**config.mk**
```make
export PLATFORM = sky130hd
export DESIGN_NAME = cricket_scorekeeper
export DESIGN_NICKNAME = d
export VERILOG_FILES = /design/src/rtl/cricket_pkg.sv /design/src/rtl/cricket_scorekeeper_innings_counter.sv /design/src/rtl/cricket_scorekeeper.sv
export SDC_FILE = /design/constraint.sdc
export NUM_CORES = 1
export LEC_CHECK = 0
export ABC_AREA = 1
export CAP_MARGIN = 20
export CORE_ASPECT_RATIO = 0.8
export CORE_MARGIN = 5
export CORE_UTILIZATION = 50
export DETAILED_ROUTE_END_ITERATION = 12
export PLACE_DENSITY_LB_ADDON = 0.12
export SLEW_MARGIN = 20
export SYNTH_ARGS = -nofsm -noshare
export SYNTH_HDL_FRONTEND = slang
export SYNTH_SLANG_ARGS = --single-unit
```
**constraint.sdc**
```tcl
create_clock -name clk -period 5 [get_ports clk]
set_input_delay 1 -clock clk [delete_from_list [all_inputs] [get_ports clk]]
set_output_delay 1 -clock clk [all_outputs]
set_load 0.02 [all_outputs]
```
**src/rtl/cricket_pkg.sv**
```systemverilog
// ---------------------------------------------------------------------------
// cricket_pkg
// Shared types and constants for the cricket scorekeeper block.
//   state_e        : match sequencing states (INN1, BREAK, INN2, DONE)
//   RUN_W / WKT_W  : widths of the run and wicket displays
//   BALL_W         : width of the ballCount display port
//   DEF_*          : default match-format parameters
//   TEAM1 / TEAM2  : encodings of the winner bit
//   clamp_runs()   : maps the 3-bit runs field onto 0..6
// ---------------------------------------------------------------------------
package cricket_pkg;

  localparam int RUN_W  = 8;
  localparam int WKT_W  = 4;
  localparam int BALL_W = 5;

  localparam int DEF_BALLS_PER_OVER = 6;
  localparam int DEF_MAX_OVERS      = 2;
  localparam int DEF_MAX_WICKETS    = 10;

  localparam logic TEAM1 = 1'b0;
  localparam logic TEAM2 = 1'b1;

  typedef enum logic [1:0] {
    INN1  = 2'd0,
    BREAK = 2'd1,
    INN2  = 2'd2,
    DONE  = 2'd3
  } state_e;

  // A runs field of 7 is not a legal score; it counts as a six.
  function automatic logic [2:0] clamp_runs(input logic [2:0] runs);
    return (runs == 3'd7) ? 3'd6 : runs;
  endfunction

endpackage

```
**src/rtl/cricket_scorekeeper_innings_counter.sv**
```systemverilog
// ---------------------------------------------------------------------------
// innings_counter
// Holds the current-innings runs, wickets and legal-ball registers and
// exposes both their present values and the values they take once the
// presented ball is applied, so the FSM can make its end-of-innings and
// chase decisions on post-update figures in the same cycle.
//
// Optional feature macro: CRICKET_EXTRAS_EN (adds extra_i).
//
// Ports:
//   clk, rst_n         clock, asynchronous active-low reset
//   accept_i           apply the presented ball this cycle
//   runs_i [2:0]       runs on the ball (7 treated as 6)
//   wicket_i           wicket fell on the ball
//   extra_i            (CRICKET_EXTRAS_EN) wide/no-ball: +1 run, not legal
//   clear_i            zero all counters (start of innings 2)
//   runs_o/wickets_o/balls_o           registered counters
//   runs_upd_o/wickets_upd_o/balls_upd_o counters after the presented ball
// ---------------------------------------------------------------------------
module innings_counter
  import cricket_pkg::*;
#(
  parameter int BALL_CNT_W = BALL_W
) (
  input  logic                  clk,
  input  logic                  rst_n,
  input  logic                  accept_i,
  input  logic [2:0]            runs_i,
  input  logic                  wicket_i,
`ifdef CRICKET_EXTRAS_EN
  input  logic                  extra_i,
`endif
  input  logic                  clear_i,
  output logic [RUN_W-1:0]      runs_o,
  output logic [WKT_W-1:0]      wickets_o,
  output logic [BALL_CNT_W-1:0] balls_o,
  output logic [RUN_W-1:0]      runs_upd_o,
  output logic [WKT_W-1:0]      wickets_upd_o,
  output logic [BALL_CNT_W-1:0] balls_upd_o
);

  logic [RUN_W-1:0]      runs_q,    runs_d;
  logic [WKT_W-1:0]      wickets_q, wickets_d;
  logic [BALL_CNT_W-1:0] balls_q,   balls_d;

  logic                  legal;
  logic [2:0]            add_runs;
  logic [RUN_W:0]        run_sum;

  // Post-update values, computed as if the presented ball is applied.
  always_comb begin
`ifdef CRICKET_EXTRAS_EN
    legal    = !extra_i;
    add_runs = extra_i ? 3'(clamp_runs(runs_i) + 3'd1) : clamp_runs(runs_i);
`else
    legal    = 1'b1;
    add_runs = clamp_runs(runs_i);
`endif
    // One extra bit of headroom catches the carry for saturation.
    run_sum       = {1'b0, runs_q} + {{(RUN_W-2){1'b0}}, add_runs};
    runs_upd_o    = run_sum[RUN_W] ? {RUN_W{1'b1}} : run_sum[RUN_W-1:0];
    // A wicket on an extra ball does not count.
    wickets_upd_o = (legal && wicket_i) ? wickets_q + WKT_W'(1) : wickets_q;
    balls_upd_o   = legal ? balls_q + BALL_CNT_W'(1) : balls_q;
  end

  always_comb begin
    runs_d    = runs_q;
    wickets_d = wickets_q;
    balls_d   = balls_q;
    if (clear_i) begin
      runs_d    = '0;
      wickets_d = '0;
      balls_d   = '0;
    end else if (accept_i) begin
      runs_d    = runs_upd_o;
      wickets_d = wickets_upd_o;
      balls_d   = balls_upd_o;
    end
  end

  // NOTE: non-blocking (<=) in clocked blocks so every register samples the
  // pre-edge values; blocking here would create order-dependent races.
  always_ff @(posedge clk or negedge rst_n) begin
    if (!rst_n) begin
      runs_q    <= '0;
      wickets_q <= '0;
      balls_q   <= '0;
    end else begin
      runs_q    <= runs_d;
      wickets_q <= wickets_d;
      balls_q   <= balls_d;
    end
  end

  assign runs_o    = runs_q;
  assign wickets_o = wickets_q;
  assign balls_o   = balls_q;

endmodule

```
**src/rtl/cricket_scorekeeper.sv**
```systemverilog
// ---------------------------------------------------------------------------
// cricket_scorekeeper
// Match-state engine feeding the score-to-BCD display stage. Accumulates
// runs, wickets and legal balls per innings, sequences
// INN1 -> BREAK -> INN2 -> DONE, and decides the winner.
//
// Optional feature macro: CRICKET_EXTRAS_EN (adds the ballExtra input).
//
// Parameters: BALLS_PER_OVER, MAX_OVERS, MAX_WICKETS (MAX_WICKETS <= 15).
//
// Ports:
//   clk, rst_n          clock, asynchronous active-low reset
//   ballValid           one-cycle pulse, a delivery completed
//   ballRuns [2:0]      runs on the delivery (7 treated as 6)
//   ballWicket          wicket fell on the delivery
//   ballExtra           (CRICKET_EXTRAS_EN) wide/no-ball
//   startNext           one-cycle pulse, leave BREAK and start innings 2
//   binaryRuns [7:0]    current-innings runs, saturating at 255
//   binaryWickets [3:0] current-innings wickets
//   ballCount [4:0]     legal balls in current innings
//   inningOver          high only in BREAK
//   gameOver            high only in DONE
//   winner              0 = team 1, 1 = team 2; valid while gameOver
// ---------------------------------------------------------------------------
module cricket_scorekeeper
  import cricket_pkg::*;
#(
  parameter int BALLS_PER_OVER = DEF_BALLS_PER_OVER,
  parameter int MAX_OVERS      = DEF_MAX_OVERS,
  parameter int MAX_WICKETS    = DEF_MAX_WICKETS
) (
  input  logic              clk,
  input  logic              rst_n,
  input  logic              ballValid,
  input  logic [2:0]        ballRuns,
  input  logic              ballWicket,
`ifdef CRICKET_EXTRAS_EN
  input  logic              ballExtra,
`endif
  input  logic              startNext,
  output logic [RUN_W-1:0]  binaryRuns,
  output logic [WKT_W-1:0]  binaryWickets,
  output logic [BALL_W-1:0] ballCount,
  output logic              inningOver,
  output logic              gameOver,
  output logic              winner
);

  localparam int BALL_LIMIT = BALLS_PER_OVER * MAX_OVERS;
  // The internal ball counter grows for long formats; the display port keeps
  // its fixed width.
  localparam int BALL_CNT_W = ($clog2(BALL_LIMIT + 1) > BALL_W) ?
                              $clog2(BALL_LIMIT + 1) : BALL_W;

  state_e           state_q, state_d;
  logic [RUN_W-1:0] target_q, target_d;
  logic             winner_q, winner_d;
  logic             inning_over_q;
  logic             game_over_q;

  logic                  accept;
  logic                  clear;
  logic                  innings_end;
  logic [RUN_W-1:0]      runs_cur, runs_upd;
  logic [WKT_W-1:0]      wkts_cur, wkts_upd;
  logic [BALL_CNT_W-1:0] balls_cur, balls_upd;

  // Balls only count while an innings is live; startNext only acts in BREAK,
  // and since BREAK never accepts balls, startNext always wins a collision.
  assign accept = ballValid && ((state_q == INN1) || (state_q == INN2));
  assign clear  = startNext && (state_q == BREAK);

  innings_counter #(
    .BALL_CNT_W(BALL_CNT_W)
  ) u_counter (
    .clk          (clk),
    .rst_n        (rst_n),
    .accept_i     (accept),
    .runs_i       (ballRuns),
    .wicket_i     (ballWicket),
`ifdef CRICKET_EXTRAS_EN
    .extra_i      (ballExtra),
`endif
    .clear_i      (clear),
    .runs_o       (runs_cur),
    .wickets_o    (wkts_cur),
    .balls_o      (balls_cur),
    .runs_upd_o   (runs_upd),
    .wickets_upd_o(wkts_upd),
    .balls_upd_o  (balls_upd)
  );

  // Innings closes on the ball that produces all-out or exhausts the balls.
  assign innings_end = (wkts_upd  == WKT_W'(MAX_WICKETS)) ||
                       (balls_upd == BALL_CNT_W'(BALL_LIMIT));

  always_comb begin
    // NOTE: every signal gets a default before the case, so no path leaves a
    // combinational output unassigned and no latch is inferred.
    state_d  = state_q;
    target_d = target_q;
    winner_d = winner_q;
    unique case (state_q)
      INN1: begin
        if (accept && innings_end) begin
          target_d = runs_upd;
          state_d  = BREAK;
        end
      end
      BREAK: begin
        if (clear) state_d = INN2;
      end
      INN2: begin
        if (accept) begin
          // A successful chase outranks all-out / balls-exhausted on the
          // same ball; a tie goes to the defending side.
          if (runs_upd > target_q) begin
            winner_d = TEAM2;
            state_d  = DONE;
          end else if (innings_end) begin
            winner_d = TEAM1;
            state_d  = DONE;
          end
        end
      end
      DONE: begin
        state_d = DONE;
      end
      default: state_d = INN1;
    endcase
  end

  always_ff @(posedge clk or negedge rst_n) begin
    if (!rst_n) begin
      state_q       <= INN1;
      target_q      <= '0;
      winner_q      <= TEAM1;
      inning_over_q <= 1'b0;
      game_over_q   <= 1'b0;
    end else begin
      state_q       <= state_d;
      target_q      <= target_d;
      winner_q      <= winner_d;
      inning_over_q <= (state_d == BREAK);
      game_over_q   <= (state_d == DONE);
    end
  end

  assign binaryRuns    = runs_cur;
  assign binaryWickets = wkts_cur;
  assign ballCount     = balls_cur[BALL_W-1:0];
  assign inningOver    = inning_over_q;
  assign gameOver      = game_over_q;
  assign winner        = winner_q;

endmodule
```
==> results.ini <==
[setup_path]
critPathTopFamily=simple AND/OR/NAND/NOR gates
crit_path_end_kind=flip-flop
slowest_delay_ns=0.52
cp.required_ns=5.17
startpoint_type=primary input
crit_chain=clkdlybuf4s50_1 -> a21boi_0 -> ha_1 -> fa_1 -> nand2_1 -> inv_1 -> nor2_1 -> nor2_1 -> nand3_1 -> inv_2 -> nor2_1 -> inv_1 -> ha_1 -> nand2_1 -> nand2_1 -> nand2_1 -> nand2_1 -> nand2_1 -> nand2_1 -> nand2_1 -> nand2_1 -> nor2_1 -> inv_1
slowest_stage=clkdlybuf4s50_1
path_class=in2reg
critPathMaxFanout=4
crit_arrival_ns=4.10
crit_buf_inv=5
worst_path_most_repeated_cell=nand2_1

[clock_tree]
numCtsBuffers=5
cts-root-buf=clkbuf_8
cts.path.max_buffers=2
cts.sinks=30
ctsResizeCount=0
tritoncts=done
insertion_delay_ns=0.28
cts.clk_slew.worst_paths_ns=0.06
h-tree-depth=2
cts_setup_buffers=0
holdBufCountCts=0

[yosys]
synth_flop_cell=dfrtp_1
synth_nets=242
ys_ff_latch=30
yosysMostFrequentCell=nand2_1
synth_top_family_by_area=simple AND/OR/NAND/NOR gates
avgSynthCellArea_sq_um=8.030
netlist_instances=220
synthTopCellsByArea=dfrtp_1 42%, nand2_1 13%, ha_1 9.2%
synth_area_sq_mm=0.001767
synth_fa_ha_area_share_pct=10.34
netlist.area_leader.share_pct=42.49
synth_enable_flop_cells=0
synth_compound_area_share_pct=12.11
yosysUniqueCellTypes=29
synthArstFlopShare_pct=100.0
yosysWarnings=0
yosys.area_share.simple_pct=24.93
ys_seq_area_share_pct=42.49
synth.area.mux_share_pct=0
synth-xor-area-share_pct=1.487
synth_area_leader_cell=dfrtp_1
synthTopCellsByCount=61 x nand2_1, 34 x inv_1, 30 x dfrtp_1

[route]
wire_per_inst_um=12.76
drt_iter0_drc=77
vias_per_cell=4.953
antenna_left=0
wirelength_um=3776
vias=1466
drcViolationCount=0
first_pass_iters=4

[floorplan]
core_area_sq_mm=0.003423
die_y_um=63.17
initial_core_util_pct=51.61
top_level_ports=28
die_width_um=76.46
die_area_sq_mm=0.004830
rows=19

[sta]
worst_slew_pin_slew_ns=0.3949
finalHoldViolations=0
finalCriticalPeriod_ns=3.928
fin_skew_ns=0.004005
fmax_ghz=0.2546
period_share_pct=78.57
finalSetupViolCount=0
relSlewSlack_pct=73.39
finalMaxSlewViolations=0
rsz0062_at_grt=false
fin_setup_tns_ns=0

[global_routing]
overflow=0
gr-usage-all-layers_pct=17.63
grt_pass1_vias=1456
grt_max_degree=31
antenna_found_initial=0
grt_pass1_wl_um=6858

[placed_design]
io_buffers=27
dp_hpwl_um=2734
place_congestion=0.8415

[power_and_ir_drop]
pwr_density_cell_mw_per_mm2=581.9
peakVddDrop_uv=369.4
power.total_uw=1276
leakagePower_uw=0.001149

[run_status]
status=completed

[finish]
antenna_cells=0
nets=275
drive_gt1_share_pct=9.843
area_delta_synth_final_pct=24.08

[worst_hold_path]
timing.hold.worst.class=reg2reg

[job]
maxCapViolations=0

[layout by cell type, fill, tap and decap left out, drive strengths merged, types with 8 or more instances in the layout]
master,n
clkbuf,8
inv,36
nand3,9
dfrtp,30
ha,13
o21ai,20
clkdlybuf4s50,27
a21oi,8
nor2,23
nand2,64
[report_power, final]
part	switching [uW]	leakage (uW)	internal, uW	total, uW
Sequential	85.2	0.000366	320	405
Combinational	369	0.000726	271	640
Clock	90.9	0.0000575	139	230
[worst reg2reg max path: stages, from the launching register on]
cell     delay (ns)
dfrtp_1        0.41
ha_1           0.24
fa_1           0.39
nand2_1        0.08
inv_1          0.05
nor2_1         0.19
nor2_1         0.08
nand3_1        0.13
inv_2          0.07
nor2_1         0.24
inv_1          0.09
ha_1           0.30
nand2_1        0.07
nand2_1        0.05
nand2_1        0.05
nand2_1        0.04
nand2_1        0.05
nand2_1        0.05
nand2_1        0.06
nand2_1        0.07
nor2_1         0.14
inv_1          0.05
[metrics by stage]
step	instance area [sq um]	worst slack [ns]	util [%]	hold slack, ns	instances
after floorplan	1767	1.620	-	0.4550	220
after detailed placement	2082	0.8121	60.82	0.4619	288
after global placement	2082	0.8658	60.82	0.4640	288
after CTS	2192	1.073	64.04	0.4773	296
after global routing	2192	0.7662	64.04	0.5028	296
final	2192	1.072	64.04	0.4805	296
[area by class of cell]
class                           count  area [sq um]
Fill cell                         295          1231
Tap cell                           42         52.55
Multi-Input combinational cell    152         863.3
Sequential cell                    30         750.7
Clock buffer                        8         110.1
Timing Repair Buffer               28         277.8
Inverter                           36         137.6
[logic make-up after synthesis]
kind of cell | after synthesis
AO/OA/AOI/OAI | 35
XOR/XNOR | 3
adder cells (fa/ha/maj) | 14
buffers and inverters | 38
flip-flops | 30
AND/OR/NAND/NOR | 100
[path summary, 6_finish.rpt]
| check | start | end | slack, ns | depth (start not counted) |
|---|---|---|---|---|
| max | ballRuns[1] | state_q[0] | 1.07 | 23 |
| min | winner | winner | 0.48 | 2 |
| max reg2reg | u_counter.runs_o[0] | state_q[0] | 1.98 | 21 |
| min reg2reg | winner | winner | 0.48 | 2 |
| max in group asynchronous | rst_n | u_counter.runs_o[7] | 3.62 | 2 |
| min in group asynchronous | rst_n | target_q[6] | 1.10 | 2 |
[registers in the layout, summed over array words and instances, names as in the netlist]
signal and count:
state_q 2, u_counter.balls_o 5, gameOver 1, u_counter.wickets_o 4
inningOver 1, winner 1, u_counter.runs_o 8, target_q 8
[layer usage]
metal / track usage (%) / vias up / wire length [um]
met5: 0 / - / 0
met4: 5.895 / 0 / 51
met3: 5.128 / 6 / 265
met2: 25.11 / 38 / 1539
met1: 25.45 / 662 / 1920
li1: - / 760 / -
(Power assumes the default switching activity.)
==> patch: new RTL, config.mk and constraints unchanged <==
The 4 states of `state_e` get a one-hot encoding in 4 bits.
--- a/src/rtl/cricket_pkg.sv
+++ b/src/rtl/cricket_pkg.sv
@@ -21,11 +21,11 @@
   localparam logic TEAM1 = 1'b0;
   localparam logic TEAM2 = 1'b1;
 
-  typedef enum logic [1:0] {
-    INN1  = 2'd0,
-    BREAK = 2'd1,
-    INN2  = 2'd2,
-    DONE  = 2'd3
+  typedef enum logic [3:0] {
+    INN1  = 4'b0001,
+    BREAK = 4'b0010,
+    INN2  = 4'b0100,
+    DONE  = 4'b1000
   } state_e;
 
   // A runs field of 7 is not a legal score; it counts as a six.
Function: no difference found for any inputs over 10 cycles, from zero or initial values and one cycle with rst_n low; not proved beyond that.
==> patch against the original RTL <==
- total power rose by 14%
- clock skew rose by 0.0013 ns
- global-route usage fell by 0.48 points
- register-to-register slack improved by 0.21 ns
- final cell count rose by 4.1%
- area after synthesis rose by 7.4%
- core utilization fell by 2.0 points
- routed wire length barely moved
- fmax rose by 4.6%
- synthesized cell count rose by 4.5%
- count of clock-buffer cells in the layout fell by 2
- sequential cell count rose by 2
- cell area rose by 5.5%
- setup slack improved by 0.17 ns
- critical endpoint is now state_q[3]$_DFF_PN0_
- largest cell class unchanged
==> patch: results (changes against the original RTL) <==
clock-cell share of area 4.65% (-0.37 points); Combinational Power Share 53.0% (+2.8 points); M2 GR Usage 25.6% (+0.53 points); worst reg-to-reg path cell count 17 (-19%); Place WS 0.937 ns (+0.125 ns); Tapcell Cnt 44 (+4.8%); Via density 4.98 (+0.63%); met3 wire length 162 um (-39%); Worst Path Max Fanout 5 (+1); largest net degree at the start of global routing 33 (+6.5%); Total Nets Final 285 (+3.6%); Met2 Routed Length 1630 um (+5.9%); GRT Overall Usage 17.1% (-0.48 points); Min-Delay Startpoint target_q[6]$_DFFE_PN0P_; Clk. pwr 0.000247 W (+7%); drt initial violations 73 (-5.2%); outcome completed; sequential area share after synthesis 42.3% (-0.24 points); largest stage delay on the critical path 0.45 ns (-0.07 ns); sequential cell area share 34.7% (+0.42 points); Tcrit/Tclk final 75.1% (-3.5 points); Cell Area, Placed 0.00221 mm^2 (+5.9%); met1 usage 23.7% (-1.7 points); drt wl/cell 12.3 um (-3.9%); Clock Sinks 32 (+6.7%); WL met1 1930 um (+0.42%); top cells by instance count after synthesis nand2_1, inv_1, dfrtp_1; synth-to-layout area growth 21.9%; Inverters excl. clock 39 (+8.3%); Fillers 330 (+12%); Int Pwr 0.000824 W (+13%); Peak VDD IR 0.000341 V (-7.8%); leakage power 1.19 nW (+3.2%); multi-input gates 157 (+3.3%); global-route wire length before repair 6760 um (-1.5%); Hold EP target_q[6]$_DFFE_PN0P_; Syn Nets 252 (+4.1%); Critical Path AT 3.93 ns (-0.17 ns); layout cell share with drive strength beyond 1 10.6% (+0.76 points); clock buf count 6 (-2)
==> patch: changes by cell type in the layout (fill, tap and decap cells not counted), sizes merged, moves of 3 or more <==
cell / delta
o22ai: +3
o21ai: +3
inv: +3
nand3: +3
nor2: -8
==> patch: cell families after synthesis <==
logic type,Yosys count,synth area share [%]
XOR/XNOR,3,1.38
AO/OA/AOI/OAI,42,13.1
flip-flops,32,42.3
adder cells (fa/ha/maj),14,9.62
buffers and inverters,41,9.43
AND/OR/NAND/NOR,98,24.2
==> patch: metrics by stage <==
| step | cells | hold WS (ns) | power, W |
|---|---|---|---|
| 6_report | 308 | 0.492 | 0.00145 |
| 5_1_grt | 308 | 0.528 | 0.00160 |
| 4_1_cts | 308 | 0.495 | 0.00147 |
| 3_5_place_dp | 300 | 0.477 | 0.00121 |
| 3_3_place_gp | 300 | 0.470 | 0.00121 |
| 2_1_floorplan | 230 | 0.453 | 0.000977 |
